**src/rtl/snn_pkg.sv**
```systemverilog
// Shared types and helpers for the SNN layer engine: FSM states, width helper,
// and the shift/clamp/offset mapping from accumulator to activation LUT address.
package snn_pkg;

    typedef enum logic [2:0] {
        S_IDLE,
        S_MAC,
        S_DRAIN,
        S_ACT,
        S_WAIT,
        S_WRITE,
        S_FIN
    } state_t;

    // Address width for a depth of n entries, never narrower than one bit.
    function automatic int clog2w(input int n);
        return (n > 1) ? $clog2(n) : 1;
    endfunction

    // Shift, clamp to the signed aw-bit range, then offset so the most negative value maps to 0.
    function automatic logic [31:0] sat_offset(input logic signed [63:0] acc,
                                               input int shift, input int aw);
        logic signed [63:0] pre;
        logic signed [63:0] lim;
        pre = acc >>> shift;
        lim = 64'sd1 <<< (aw - 1);
        if (pre > lim - 64'sd1)
            pre = lim - 64'sd1;
        else if (pre < -lim)
            pre = -lim;
        pre = pre + lim;
        return pre[31:0];
    endfunction

endpackage

```
**src/rtl/snn_mac.sv**
```systemverilog
// Per-neuron multiply-accumulate: selects the input term, accumulates it, and
// presents the saturated, offset LUT address of the running sum plus the current term.
module snn_mac
    import snn_pkg::*;
#(
    parameter int IN_W       = 1,
    parameter int W_W        = 8,
    parameter int ACC_W      = 12,
    parameter int ACT_AW     = 11,
    parameter int FRAC_SHIFT = 0
) (
    input  logic              clk,
    input  logic              rst_n,
    input  logic              clr,
    input  logic              en,
    input  logic [IN_W-1:0]   q_in,
    input  logic [W_W-1:0]    q_w,
    output logic [ACT_AW-1:0] sat_addr
);

    logic signed [ACC_W-1:0] acc;
    logic signed [ACC_W-1:0] term;
    logic signed [ACC_W-1:0] acc_nxt;
    logic signed [ACC_W-1:0] w_ext;

    assign w_ext = ACC_W'($signed(q_w));

    generate
        if (IN_W == 1) begin : g_gate
            assign term = q_in[0] ? w_ext : '0;
        end else begin : g_mult
            // Operands widened first so the product is formed at full accumulator width.
            logic signed [ACC_W-1:0] a_ext;
            assign a_ext = ACC_W'($signed({1'b0, q_in}));
            assign term  = a_ext * w_ext;
        end
    endgenerate

    assign acc_nxt  = acc + term;
    assign sat_addr = ACT_AW'(sat_offset(64'(acc_nxt), FRAC_SHIFT, ACT_AW));

    always_ff @(posedge clk or negedge rst_n) begin
        if (!rst_n)
            acc <= '0;
        else if (clr)
            acc <= '0;
        else if (en)
            acc <= acc_nxt;
    end

endmodule

```
**src/rtl/snn_layer_engine.sv**
```systemverilog
// Fully-connected SNN layer sequencer: streams inputs and weights from sync RAMs,
// accumulates per neuron, maps through an activation LUT, writes results and tracks argmax.
module snn_layer_engine
    import snn_pkg::*;
#(
    parameter int N_IN       = 784,
    parameter int N_OUT      = 10,
    parameter int IN_W       = 1,
    parameter int W_W        = 8,
    parameter int ACT_AW     = 11,
    parameter int OUT_W      = 8,
    parameter int FRAC_SHIFT = 0,
    localparam int AI_W      = clog2w(N_IN),
    localparam int AW_W      = clog2w(N_IN * N_OUT),
    localparam int AO_W      = clog2w(N_OUT)
) (
    input  logic              clk,
    input  logic              rst_n,
    input  logic              start,
    output logic              done,
    output logic [AI_W-1:0]   addr_in,
    input  logic [IN_W-1:0]   q_in,
    output logic [AW_W-1:0]   addr_w,
    input  logic [W_W-1:0]    q_w,
    output logic [ACT_AW-1:0] addr_act,
    input  logic [OUT_W-1:0]  q_act,
    output logic [AO_W-1:0]   addr_out,
    output logic [OUT_W-1:0]  d_out,
    output logic              we_out,
    output logic [AO_W-1:0]   max_idx
);

    localparam int ACC_W = W_W + IN_W + 1 + clog2w(N_IN);

    state_t            state;
    logic [AO_W-1:0]   n_cnt;
    logic [OUT_W-1:0]  maxval;
    logic [ACT_AW-1:0] sat_addr;
    logic              mac_clr;
    logic              mac_en;

    // addr_in doubles as the input index i; data for it arrives one cycle later.
    assign mac_clr = ((state == S_IDLE) && start) || (state == S_WRITE);
    assign mac_en  = ((state == S_MAC) && (addr_in != '0)) || (state == S_DRAIN);

    snn_mac #(
        .IN_W      (IN_W),
        .W_W       (W_W),
        .ACC_W     (ACC_W),
        .ACT_AW    (ACT_AW),
        .FRAC_SHIFT(FRAC_SHIFT)
    ) u_mac (
        .clk     (clk),
        .rst_n   (rst_n),
        .clr     (mac_clr),
        .en      (mac_en),
        .q_in    (q_in),
        .q_w     (q_w),
        .sat_addr(sat_addr)
    );

    always_ff @(posedge clk or negedge rst_n) begin
        if (!rst_n) begin
            state    <= S_IDLE;
            done     <= 1'b0;
            we_out   <= 1'b0;
            max_idx  <= '0;
            maxval   <= '0;
            n_cnt    <= '0;
            addr_in  <= '0;
            addr_w   <= '0;
            addr_act <= '0;
            addr_out <= '0;
            d_out    <= '0;
        end else begin
            case (state)
                S_IDLE: begin
                    if (start) begin
                        state   <= S_MAC;
                        done    <= 1'b0;
                        n_cnt   <= '0;
                        addr_in <= '0;
                        addr_w  <= '0;
                        maxval  <= '0;
                    end
                end
                S_MAC: begin
                    if (addr_in == AI_W'(N_IN - 1)) begin
                        state <= S_DRAIN;
                    end else begin
                        addr_in <= addr_in + 1'b1;
                        addr_w  <= addr_w + 1'b1;
                    end
                end
                S_DRAIN: begin
                    addr_act <= sat_addr;
                    state    <= S_ACT;
                end
                S_ACT: state <= S_WAIT;
                S_WAIT: begin
                    we_out   <= 1'b1;
                    addr_out <= n_cnt;
                    d_out    <= q_act;
                    state    <= S_WRITE;
                end
                S_WRITE: begin
                    we_out <= 1'b0;
                    // Strict compare: ties keep the lowest neuron index.
                    if ((n_cnt == '0) || (d_out > maxval)) begin
                        maxval  <= d_out;
                        max_idx <= n_cnt;
                    end
                    if (n_cnt == AO_W'(N_OUT - 1)) begin
                        state <= S_FIN;
                    end else begin
                        n_cnt   <= n_cnt + 1'b1;
                        addr_in <= '0;
                        addr_w  <= addr_w + 1'b1;
                        state   <= S_MAC;
                    end
                end
                S_FIN: begin
                    done  <= 1'b1;
                    state <= S_IDLE;
                end
                default: state <= S_IDLE;
            endcase
        end
    end

endmodule

```
**config.mk**
```make
export PLATFORM = sky130hd
export DESIGN_NAME = snn_layer_engine
export DESIGN_NICKNAME = d
export VERILOG_FILES = /design/src/rtl/snn_pkg.sv /design/src/rtl/snn_mac.sv /design/src/rtl/snn_layer_engine.sv
export SDC_FILE = /design/constraint.sdc
export NUM_CORES = 1
export LEC_CHECK = 0
export BUFFER_PORTS_ARGS = -buffer_cell sky130_fd_sc_hd__buf_4
export CAP_MARGIN = 20
export CORE_UTILIZATION = 58
export DETAILED_ROUTE_END_ITERATION = 7
export PLACE_DENSITY_LB_ADDON = 0.15
export SLEW_MARGIN = 10
export SYNTH_ARGS = -nofsm -noshare
export SYNTH_HDL_FRONTEND = slang
export SYNTH_SLANG_ARGS = --single-unit
```
**constraint.sdc**
```tcl
create_clock -name clk -period 4 [get_ports clk]
set_input_delay 0 -clock clk [delete_from_list [all_inputs] [get_ports clk]]
set_output_delay 0 -clock clk [all_outputs]
set_load 0.05 [all_outputs]
```
==> results of run 1 <==
## layer usage
layer / global-route usage [%] / vias to the layer above / wire, um
li1: - / 2050 / -
met1: 39.1 / 2005 / 5590
met2: 39.6 / 110 / 5190
met3: 5.02 / 9 / 491
met4: 6.47 / 0 / 84
met5: 0 / - / 0
## worst paths after layout
path | end | slack (ps) | cells after the start
setup / recovery | addr_act[5]$_DFFE_PN0P_ | 270 | 10
hold / removal | n_cnt[0]$_DFFE_PN0P_ | 90 | 4
setup reg to reg | addr_act[5]$_DFFE_PN0P_ | 270 | 10
hold reg to reg | u_mac.acc[4]$_DFFE_PN0P_ | 500 | 2
max in group asynchronous | state[2]$_DFFE_PN0P_ | 2890 | 3
min in group asynchronous | addr_w[10]$_DFFE_PN0P_ | 220 | 2
## cells in the final DEF (no fill, tap or decap), types with 3 or more instances in the layout
cell and n:
xor2_1 21, dlygate4sd3_1 9, nor2_1 32, o21ai_0 37
a22o_1 4, buf_4 77, inv_1 25, and3_1 3
and2_1 11, mux2_2 15, nand3b_1 3, a21o_1 7
nand3_1 9, xnor2_1 9, or3_1 11, nand4_1 17
clkbuf_8 9, o31ai_1 4, nor3_1 9, o211ai_1 3
a21oi_1 33, mux2i_1 15, nand2_1 55, o21ai_1 4
nor4_1 8, dfrtp_1 87, o22ai_1 11, ha_1 22
nand2b_1 3
## layout make-up
type                            count  area, um^2  area share, %
Clock inverter                      6        51.3          0.861
Timing Repair Buffer               87         679           11.4
Inverter                           26        97.6           1.64
Sequential cell                    87        2180           36.5
Tap cell                          105         131           2.21
Multi-Input combinational cell    391        2690           45.2
Clock buffer                       10         128           2.14
## timing repair
| action | CTS | global route |
|---|---|---|
| hold buffers | 9 | 0 |
| resized for setup | 0 | 0 |
| setup endpoints to repair | 0 | 0 |
| endpoints found under the hold margin | 60 | 0 |
| setup buffers | 0 | 0 |
## power breakdown
| group | switching [W] | internal [W] | total (W) | leakage, nW |
|---|---|---|---|---|
| registers | 0.000198 | 0.00101 | 0.00120 | 1.03 |
| clock network | 0.000320 | 0.000236 | 0.000556 | 0.0931 |
| logic | 0.000595 | 0.000362 | 0.000956 | 1.63 |
| total | 0.00111 | 0.00160 | 0.00272 | 2.75 |
## synth_stat cells (3+ instances only)
cell | instances | area [um^2]
dfrtp_1 | 87 | 2180
nand2_1 | 55 | 206
o21ai_0 | 37 | 185
a21oi_1 | 33 | 165
nor2_1 | 32 | 120
inv_1 | 25 | 93.8
ha_1 | 22 | 275
xor2_1 | 21 | 184
nand4_1 | 17 | 106
mux2_2 | 15 | 169
mux2i_1 | 15 | 150
clkbuf_1 | 12 | 45.0
and2_1 | 11 | 68.8
o22ai_1 | 11 | 68.8
or3_1 | 11 | 68.8
nor3_1 | 10 | 50.1
nand3_1 | 9 | 45.0
xnor2_1 | 9 | 78.8
nor4_1 | 8 | 50.1
a21o_1 | 7 | 52.6
a22o_1 | 4 | 35.0
o21ai_1 | 4 | 20.0
o31ai_1 | 4 | 30.0
and3_1 | 3 | 18.8
buf_2 | 3 | 15.0
buf_6 | 3 | 33.8
nand2b_1 | 3 | 18.8
nand3b_1 | 3 | 22.5
o211ai_1 | 3 | 22.5
## through the flow
stage                     cell area, um^2  power, W  utilization [%]  instances
after CTS                            5950   0.00273             71.3        711
after floorplan                      5080   0.00193                -        525
after global routing                 5960   0.00290             71.4        712
after global placement               5680   0.00214             68.1        686
final                                5960   0.00272             71.4        712
after detailed placement             5680   0.00215             68.1        686
## state kept, by name, indices dropped and copies added (netlist names), 8 cells and up
signal / cells
maxval: 8
d_out: 8
addr_act: 11
addr_in: 10
u_mac.acc: 20
addr_w: 13
## cell families after synthesis
logic type | share of synthesized area, %
and+or+nand+nor | 19.2
muxes | 6.28
AOI/OAI and AO/OA | 16.5
xor gates and xnor gates | 5.17
adders and majority gates | 5.81
DFF | 42.8
buffers and inverters | 4.28
## critical path: cells and delay by family (launching register included)
kind | cells | cell delay, ps
AND/OR/NAND/NOR | 3 | 1650
AO/OA/AOI/OAI | 4 | 730
adder cells (fa/ha/maj) | 2 | 710
flip-flops | 1 | 400
XOR/XNOR | 1 | 100
==> results.sh, run 1 <==
export IMPL_status="finished clean"
export IMPL_wl_um=11400
export IMPL_drt_iter0_markers=169
export IMPL_nets=645
export IMPL_ys_flop_type="dfrtp_1"
export IMPL_dp_hpwl_um=8390
export IMPL_drc=0
export IMPL_yosysSeqAreaShare_pct=42.8
export IMPL_min_from="start"
export IMPL_synthCells=525
export IMPL_vias_per_cell=5.86
export IMPL_crit_fanout=10
export IMPL_slew_headroom_pct=26.7
export IMPL_drt_first_pass_iters=4
export IMPL_grt_max_degree=54
export IMPL_fin_skew_ps=14.3
export IMPL_portBuffers=71
export IMPL_root_buffer="clkbuf_8"
export IMPL_worst_setup_path_start_kind="flip-flop"
export IMPL_clock_path_buffers=2
export IMPL_grtUsageTotal_pct=26.3
export IMPL_antenna_found_initial=0
export IMPL_setup_viol=0
export IMPL_synth_edf_count=0
export IMPL_crit_required_ps=4200
export IMPL_vias=4174
export IMPL_hold_viol=0
export IMPL_cp_end_kind="flip-flop"
export IMPL_slowest_delay_ps=580
export IMPL_num_io_pins=72
export IMPL_rsz0062_at_grt="false"
export IMPL_async_flop_share_pct=100
export IMPL_worst_pin_slew_ps=1090
export IMPL_yosys_register_bits=87
export IMPL_holdWs_ps=93.8
export IMPL_cts_tree="done"
export IMPL_grt_ovfl_total=0
export IMPL_cap_violations=0
export IMPL_dpl_worst_slack_ps=329
export IMPL_area_growth_pct=17.2
export IMPL_fin_ws_ps=272
export IMPL_cp_startpoint="u_mac.acc[0]$_DFFE_PN0P_"
export IMPL_worstSetupPathType="flip-flop to flip-flop"
export IMPL_place_congestion=0.887
export IMPL_setup_tns_ps=0
export IMPL_postSynthAreaPerCell_um2=9.68
export IMPL_ant_nets=0
export IMPL_wl_per_cell_um=16.0
export IMPL_yosys_warnings=0
export IMPL_synth_area_mm2=0.00508
export IMPL_cts_sinks=87
export IMPL_leakage_nw=2.75
export IMPL_numCtsBuffers=9
export IMPL_core_area_mm2=0.00834
export IMPL_period_minus_slack_ps=3730
export IMPL_final_layout_size_suffix_gt1_share_pct=21.9
export IMPL_slew_viol_final=0
export IMPL_fp_dieArea_mm2=0.00914
export IMPL_max_vdd_ir_drop_v=0.000421
export IMPL_htreeDepth=3
export IMPL_antennaDiodeCount=0
export IMPL_synthesis_nets=568
export IMPL_initial_utilization_pct=60.9
export IMPL_synth_distinct_cells=70
export IMPL_cp_arrival_ps=3930
export IMPL_die_width_um=95.6
export IMPL_final_fill_count=665
export IMPL_fmax_ghz=0.268
export IMPL_critPathSlowestCell="nor4_4"
export IMPL_timing_rr_start="u_mac.acc[0]$_DFFE_PN0P_"
export IMPL_grt_pass1_wl_um=18300
export IMPL_crit_chain="ha_1 > fa_1 > a21oi_1 > o22ai_2 > or4b_1 > o21ai_2 > xor2_1 > or4_1 > nor4_4 > o22ai_1"
export IMPL_clock_latency_ps=350
export IMPL_p_per_area_mw_per_mm2=456
export IMPL_path_clk_slew_ps=90
export IMPL_worstHoldPathType="input port to flip-flop"
export IMPL_die_height_um=95.6
export IMPL_period_share_pct=93.2
export IMPL_rows=33
export IMPL_grt_pass1_vias=3805
Note: power is estimated with default switching activity, not from simulation.
==> inputs of run 2 (changes only) <==
--- a/config.mk
+++ b/config.mk
@@ -7,9 +7,9 @@
 export LEC_CHECK = 0
 export BUFFER_PORTS_ARGS = -buffer_cell sky130_fd_sc_hd__buf_4
 export CAP_MARGIN = 20
-export CORE_UTILIZATION = 58
+export CORE_UTILIZATION = 52
 export DETAILED_ROUTE_END_ITERATION = 7
-export PLACE_DENSITY_LB_ADDON = 0.15
+export PLACE_DENSITY = 0.76
 export SLEW_MARGIN = 10
 export SYNTH_ARGS = -nofsm -noshare
 export SYNTH_HDL_FRONTEND = slang
==> constraint.sdc (replaced) <==
create_clock -name clk -period 3.3 [get_ports clk]
set_input_delay 0 -clock clk [delete_from_list [all_inputs] [get_ports clk]]
set_output_delay 0 -clock clk [all_outputs]
set_load 0.005 [all_outputs]
==> run 2 against run 1 <==
Net effect: clock-buffer cell count up 2; critical path depth up 2; fmax up 16%; wire length up 5.9%; sequential share of layout area down 1.2 points; register-to-register slack worse by 190 ps; final area up 3.5%; total power up 25%; worst hold slack better by 11 ps; die area up 11%; sequential power up 18%; highest routed layer unchanged.
==> results.sh, run 2 (synthesis gave the netlist of run 1 again) <==
export IMPL_mostFrequentLayoutCells="93 x buf_4, 87 x dfrtp_1, 55 x nand2_1"
export IMPL_ant_nets=0
export IMPL_antennaDiodeCount=0
export IMPL_core_area_mm2=0.00937
export IMPL_drc=0
export IMPL_status="finished clean"
export IMPL_fin_skew_ps=14.4
export IMPL_portBuffers=71
export IMPL_final_common_cell="buf_4"
export IMPL_wl_um=12000
export IMPL_vias_per_cell=5.72
export IMPL_slew_viol_final=0
export IMPL_leakage_nw=2.84
export IMPL_cts_tree="done"
export IMPL_reg_top3="u_mac.acc: 20 flops, addr_w: 13 flops, addr_act: 11 flops"
export IMPL_antenna_found_initial=0
export IMPL_period_share_pct=97.6
export IMPL_cp_arrival_ps=3450
export IMPL_slowest_delay_ps=510
export IMPL_worstSetupPathType="flip-flop to flip-flop"
export IMPL_worst_r2r_path_depth=12
export IMPL_rows=35
export IMPL_clock_latency_ps=350
export IMPL_nets=662
export IMPL_place_area_mm2=0.00581
export IMPL_grt_max_degree=71
export IMPL_drt_first_pass_iters=5
export IMPL_worstHoldPathType="input port to flip-flop"
export IMPL_grt_pass1_vias=4147
export IMPL_place_congestion=0.914
export IMPL_p_seq_share_pct=41.7
export IMPL_power_switching_w=0.00134
export IMPL_switching_share_pct=39.3
export IMPL_crit_fanout=5
export IMPL_grt_pass1_wl_um=19900
export IMPL_crit_required_ps=3530
export IMPL_largest_reg_flops=20
export IMPL_drt_iter0_markers=257
export IMPL_p_comb_share_pct=37.5
export IMPL_p_per_area_mw_per_mm2=553
export IMPL_root_buffer="clkbuf_8"
export IMPL_timing_rr_start="u_mac.acc[0]$_DFFE_PN0P_"
export IMPL_power_frac_clock_pct=20.8
export IMPL_holdWs_ps=105
export IMPL_critPathSlowestCell="or4_4"
export IMPL_htreeDepth=3
export IMPL_cap_violations=0
export IMPL_period_minus_slack_ps=3220
export IMPL_fmax_ghz=0.310
export IMPL_hold_viol=0
export IMPL_vias=4305
export IMPL_die_width_um=101
export IMPL_holdPathEnd="n_cnt[0]$_DFFE_PN0P_"
export IMPL_top_register="u_mac.acc"
export IMPL_wl_per_cell_um=16.0
export IMPL_crit_chain="ha_4 > fa_2 > a21oi_4 > o22ai_4 > buf_4 > o211a_1 > a21o_1 > xor2_1 > or4_4 > nor4_4 > buf_4 > o22ai_1"
export IMPL_worst_setup_path_start_kind="flip-flop"
export IMPL_worst_pin_slew_ps=997
export IMPL_internal_power_w=0.00207
export IMPL_grtUsageTotal_pct=24.9
export IMPL_initial_utilization_pct=54.2
export IMPL_grt_ovfl_total=0
export IMPL_max_vdd_ir_drop_v=0.000286
export IMPL_rrSetupSlack_ps=80
export IMPL_min_path_cells=4
export IMPL_path_clk_slew_ps=90
export IMPL_r2r_end="addr_act[3]$_DFFE_PN0P_"
export IMPL_area_growth_pct=21.3
export IMPL_clock_path_buffers=2
export IMPL_num_io_pins=72
export IMPL_min_from="start"
export IMPL_postLayoutCellArea_mm2=0.00617
export IMPL_final_layout_size_suffix_gt1_share_pct=25.0
export IMPL_cp_end_kind="flip-flop"
export IMPL_numCtsBuffers=9
export IMPL_cts_sinks=87
export IMPL_setup_tns_ps=0
export IMPL_cp_common_cell="buf_4"
export IMPL_die_height_um=101
export IMPL_slew_headroom_pct=33.2
export IMPL_dp_hpwl_um=8640
export IMPL_setup_viol=0
export IMPL_fp_dieArea_mm2=0.0102
-- run 2: cell types whose count changed in the layout (fill, tap and decap cells not counted), sizes merged --
cell | before | now
buf | 78 | 94
clkbuf | 10 | 13
clkinvlp | 0 | 1
inv | 29 | 26
-- run 2: cell type report --
class | count | area (um^2)
fillers | 801 | 3210
flip-flops and latches | 87 | 2180
multi-input cells | 391 | 2740
clock inverters | 4 | 30.0
well taps | 129 | 161
repair buffers | 104 | 805
clock buffers | 12 | 155
inverters | 26 | 97.6
-- run 2: worst max-delay path by stage --
stage,start,endpoint,slack (ps),cells after the start
floorplan,u_mac.acc[0]$_DFFE_PN0P_,addr_act[9]$_DFFE_PN0P_,4,10
global placement,u_mac.acc[0]$_DFFE_PN0P_,addr_act[9]$_DFFE_PN0P_,20,11
detailed placement,u_mac.acc[0]$_DFFE_PN0P_,addr_act[9]$_DFFE_PN0P_,-40,11
CTS,u_mac.acc[0]$_DFFE_PN0P_,addr_act[3]$_DFFE_PN0P_,2,11
global route,u_mac.acc[0]$_DFFE_PN0P_,addr_act[3]$_DFFE_PN0P_,-20,12
finish,u_mac.acc[0]$_DFFE_PN0P_,addr_act[3]$_DFFE_PN0P_,80,12
-- run 2: per-stage QoR --
| stage | total power (W) | setup slack (ps) | cells | utilization [%] |
|---|---|---|---|---|
| 2_1_floorplan | 0.00225 | 4.46 | 525 | - |
| 3_3_place_gp | 0.00258 | 21.5 | 723 | 62.0 |
| 3_5_place_dp | 0.00262 | -37.0 | 723 | 62.0 |
| 4_1_cts | 0.00334 | 1.53 | 748 | 65.0 |
| 5_1_grt | 0.00361 | -15.1 | 753 | 65.8 |
| 6_report | 0.00341 | 78.0 | 753 | 65.8 |
-- run 2: critical path, delay by kind of cell (launching register included) --
kind	cells	cell delay [ps]
buffers and inverters	2	340
adders and majority gates	2	570
and+or+nand+nor	2	840
DFF	1	430
AOI/OAI and AO/OA	5	750
xor gates and xnor gates	1	160
-- run 2: metal layers --
metal  routed length (um)  share of wire, %  vias up  global-route usage, %
met1                 5380                45     2107                   34.1
met3                  620               5.2       12                   5.13
met2                 5890                49      109                   40.6
met4                  138               1.1        0                   6.24
met5                    0                 0        -                      0
li1                     -                 -     2077                      -
-- run 2: power by group through the flow --
stage	clock [W]	combinational, W	sequential (W)
finish	0.000710	0.00128	0.00142
global route	0.000762	0.00140	0.00145
CTS	0.000723	0.00121	0.00141
detailed placement	0	0.00118	0.00143
global placement	0	0.00115	0.00142
floorplan	0	0.000894	0.00136
-- run 2: what timing repair did --
item,in CTS,in global routing
hold buffers,9,0
setup buffers,0,3
cloned,0,1
gates resized for setup,2,9
pin swaps,0,6
endpoints found under the hold margin,77,0
endpoints found under the setup margin,10,10
==> inputs of run 3 (changes only) <==
--- a/config.mk
+++ b/config.mk
@@ -5,11 +5,14 @@
 export SDC_FILE = /design/constraint.sdc
 export NUM_CORES = 1
 export LEC_CHECK = 0
+export ABC_AREA = 1
 export BUFFER_PORTS_ARGS = -buffer_cell sky130_fd_sc_hd__buf_4
 export CAP_MARGIN = 20
-export CORE_UTILIZATION = 52
+export CORE_UTILIZATION = 53
+export CTS_BUF_LIST = sky130_fd_sc_hd__clkbuf_8 sky130_fd_sc_hd__clkbuf_16
 export DETAILED_ROUTE_END_ITERATION = 7
-export PLACE_DENSITY = 0.76
+export GPL_TIMING_DRIVEN = 0
+export PLACE_DENSITY = 0.77
 export SLEW_MARGIN = 10
 export SYNTH_ARGS = -nofsm -noshare
 export SYNTH_HDL_FRONTEND = slang
==> run 3 against run 2 <==
Net effect: sequential power grew 23%; wire length grew 12%; clock skew shrank 3.0 ps; critical path type unchanged; synthesized cell count grew 44%; combinational power grew 120%; worst hold slack gained 16 ps; fmax grew 12%; area after synthesis grew 7.2%; final area grew 4.4%; critical endpoint is now addr_act[9]$_DFFE_PN0P_; register-to-register slack gained 340 ps; die area grew 5.1%.
==> results.sh, run 3 <==
export IMPL_place_congestion=0.920
export IMPL_crit_required_ps=3530
export IMPL_synth_top_family_by_area="simple AND/OR/NAND/NOR gates"
export IMPL_numCtsBuffers=9
export IMPL_wl_um=13500
export IMPL_hold_viol=0
export IMPL_num_io_pins=72
export IMPL_drc=0
export IMPL_path_clk_slew_ps=80
export IMPL_fp_dieArea_mm2=0.0107
export IMPL_core_area_mm2=0.00986
export IMPL_synthTopCellsByCount="198 x nand2_1, 114 x inv_1, 87 x dfrtp_1, 86 x nand3_1, 58 x nor2_1"
export IMPL_final_layout_size_suffix_gt1_share_pct=14.6
export IMPL_vias_per_cell=5.33
export IMPL_synthXorXnorAreaFrac_pct=1.93
export IMPL_yosys_area_share_simple_pct=30.5
export IMPL_htreeDepth=3
export IMPL_p_comb_share_pct=54.0
export IMPL_yosys_register_bits=87
export IMPL_wl_met3_um=789
export IMPL_initial_utilization_pct=55.2
export IMPL_synthesis_nets=799
export IMPL_cts_sinks=87
export IMPL_async_flop_share_pct=100
export IMPL_antennaDiodeCount=0
export IMPL_clock_latency_ps=360
export IMPL_dp_hpwl_um=10200
export IMPL_wl_per_cell_um=13.7
export IMPL_cp_common_cell="nand2_1"
export IMPL_die_height_um=103
export IMPL_vias=5239
export IMPL_rsz0062_at_grt="false"
export IMPL_grt_max_degree=88
export IMPL_postLayoutCellArea_mm2=0.00643
export IMPL_internal_power_w=0.00285
export IMPL_slew_headroom_pct=63.2
export IMPL_setup_tns_ps=0
export IMPL_leakage_nw=3.44
export IMPL_crit_fanout=10
export IMPL_cts_tree="done"
export IMPL_worst_pin_slew_ps=552
export IMPL_switching_share_pct=45.8
export IMPL_cp_end_kind="flip-flop"
export IMPL_clock_path_buffers=2
export IMPL_crit_chain="ha_1 > fa_1 > nand2_1 > nand3_1 > nand3_1 > nand2_1 > nand2_1 > nand2_1 > nor2_1 > nand2_1 > nor2_1 > nand3_1 > a21oi_4 > a21oi_1"
export IMPL_grt_pass1_vias=4887
export IMPL_top_register="u_mac.acc"
export IMPL_status="finished clean"
export IMPL_wl_met2_um=6540
export IMPL_power_switching_w=0.00241
export IMPL_period_minus_slack_ps=2880
export IMPL_synth_edf_count=0
export IMPL_power_frac_clock_pct=13.0
export IMPL_synthCells=756
export IMPL_rows=36
export IMPL_slew_viol_final=0
export IMPL_root_buffer="clkbuf_8"
export IMPL_p_per_area_mw_per_mm2=818
export IMPL_routedLengthMet1_um=5960
export IMPL_fmax_ghz=0.347
export IMPL_reg_top3="u_mac.acc: 20 flops, addr_w: 13 flops, addr_act: 11 flops"
export IMPL_muxShareOfSynthArea_pct=1.45
export IMPL_largest_reg_flops=20
export IMPL_grt_ovfl_total=0
export IMPL_final_common_cell="nand2_1"
export IMPL_antenna_found_initial=0
export IMPL_top_layer_used="met4"
export IMPL_grt_pass1_wl_um=21900
export IMPL_grtUsageTotal_pct=26.8
export IMPL_post_cts_buffers=0
export IMPL_fin_total_pwr_w=0.00526
export IMPL_drt_iter0_markers=277
export IMPL_register_area_mm2=0.00218
export IMPL_setup_viol=0
export IMPL_mostFrequentLayoutCells="198 x nand2_1, 116 x inv_1, 87 x dfrtp_1"
export IMPL_worst_setup_path_start_kind="flip-flop"
export IMPL_critPathSlowestCell="fa_1"
export IMPL_place_area_mm2=0.00614
export IMPL_cap_violations=0
export IMPL_synth_area_leaders="dfrtp_1 40%, nand2_1 14%, nand3_1 7.9%"
export IMPL_yosys_warnings=0
export IMPL_multiInputGateArea_mm2=0.00274
export IMPL_yosys_area_top_type="dfrtp_1"
export IMPL_drt_first_pass_iters=5
export IMPL_period_share_pct=87.2
export IMPL_p_seq_share_pct=33.0
export IMPL_worstSetupPathType="flip-flop to flip-flop"
export IMPL_postSynthAreaPerCell_um2=7.21
export IMPL_holdWs_ps=121
export IMPL_area_growth_pct=18.1
export IMPL_ant_nets=0
export IMPL_yosysMostFrequentCell="nand2_1"
export IMPL_synth_top_area_share_pct=40.0
export IMPL_portBuffers=70
export IMPL_die_width_um=103
export IMPL_ys_flop_type="dfrtp_1"
export IMPL_synthAdderAreaFrac_pct=5.42
export IMPL_slowest_delay_ps=480
export IMPL_yosysSeqAreaShare_pct=40.0
export IMPL_nets=891
export IMPL_max_vdd_ir_drop_v=0.000506
export IMPL_synth_area_mm2=0.00545
export IMPL_synth_distinct_cells=36
export IMPL_cp_arrival_ps=3100
export IMPL_fin_skew_ps=11.4
export IMPL_synth_compound_area_share_pct=11.0
export IMPL_worstHoldPathType="input port to flip-flop"
export IMPL_final_fill_count=861
==> run 3: cells by family after synthesis <==
family	count (synthesis)
xor+xnor	12
flops	87
buf+inv	135
compound gates	106
mux	7
simple gates	386
fa+ha+maj	23
==> run 3: critical path, delay by kind of cell, from the launching register on <==
| kind | cells | cell delay (ps) |
|---|---|---|
| AO/OA/AOI/OAI | 2 | 410 |
| flip-flops | 1 | 410 |
| AND/OR/NAND/NOR | 10 | 1220 |
| adder cells (fa/ha/maj) | 2 | 710 |
==> run 3: metal layers <==
layer  global-route usage, %  up-vias
li1                        -     2628
met1                    34.5     2451
met2                    45.3      143
met3                    4.97       17
met4                    9.43        0
met5                       0        -
==> run 3: stage by stage <==
| stage | worst slack (ps) | std cells | util (%) |
|---|---|---|---|
| 6_report | 421 | 983 | 65.2 |
| 5_1_grt | 178 | 983 | 65.2 |
| 4_1_cts | 478 | 982 | 65.0 |
| 3_5_place_dp | 496 | 959 | 62.3 |
| 3_3_place_gp | 566 | 959 | 62.3 |
| 2_1_floorplan | 1000 | 756 | - |
==> run 3: path summary, 6_finish.rpt <==
path | from | end | slack (ps) | cells past startpoint
worst max-delay path | u_mac.acc[0]$_DFFE_PN0P_ | addr_act[9]$_DFFE_PN0P_ | 420 | 14
worst min-delay path | q_w[0] | u_mac.acc[0]$_DFFE_PN0P_ | 120 | 6
worst max register to register | u_mac.acc[0]$_DFFE_PN0P_ | addr_act[9]$_DFFE_PN0P_ | 420 | 14
worst min register to register | we_out$_DFFE_PN0P_ | we_out$_DFFE_PN0P_ | 480 | 2
max in group asynchronous | rst_n | u_mac.acc[14]$_DFFE_PN0P_ | 2540 | 3
min in group asynchronous | rst_n | d_out[5]$_DFFE_PN0P_ | 140 | 2
==> run 3: final cells by class <==
type                            instances  area share [%]
Inverter                              119            6.94
Sequential cell                        87            33.8
Tap cell                              133            2.59
Timing Repair Buffer                   81            10.1
Buffer                                 16            1.30
Clock inverter                          4           0.661
Clock buffer                            9            1.92
Multi-Input combinational cell        534            42.6
==> run 3: power by group through the flow <==
stage	Clock, W	Combinational [W]	Sequential, W
final	0.000683	0.00284	0.00174
after global routing	0.000736	0.00321	0.00178
after CTS	0.000698	0.00282	0.00173
after detailed placement	0	0.00278	0.00174
after global placement	0	0.00270	0.00172
after floorplan	0	0.00189	0.00169
==> run 3: repair_timing <==
item / 4_1_cts / 5_1_grt
hold buffers: 10 / 0
resized for setup: 0 / 0
hold endpoints to repair: 96 / 0
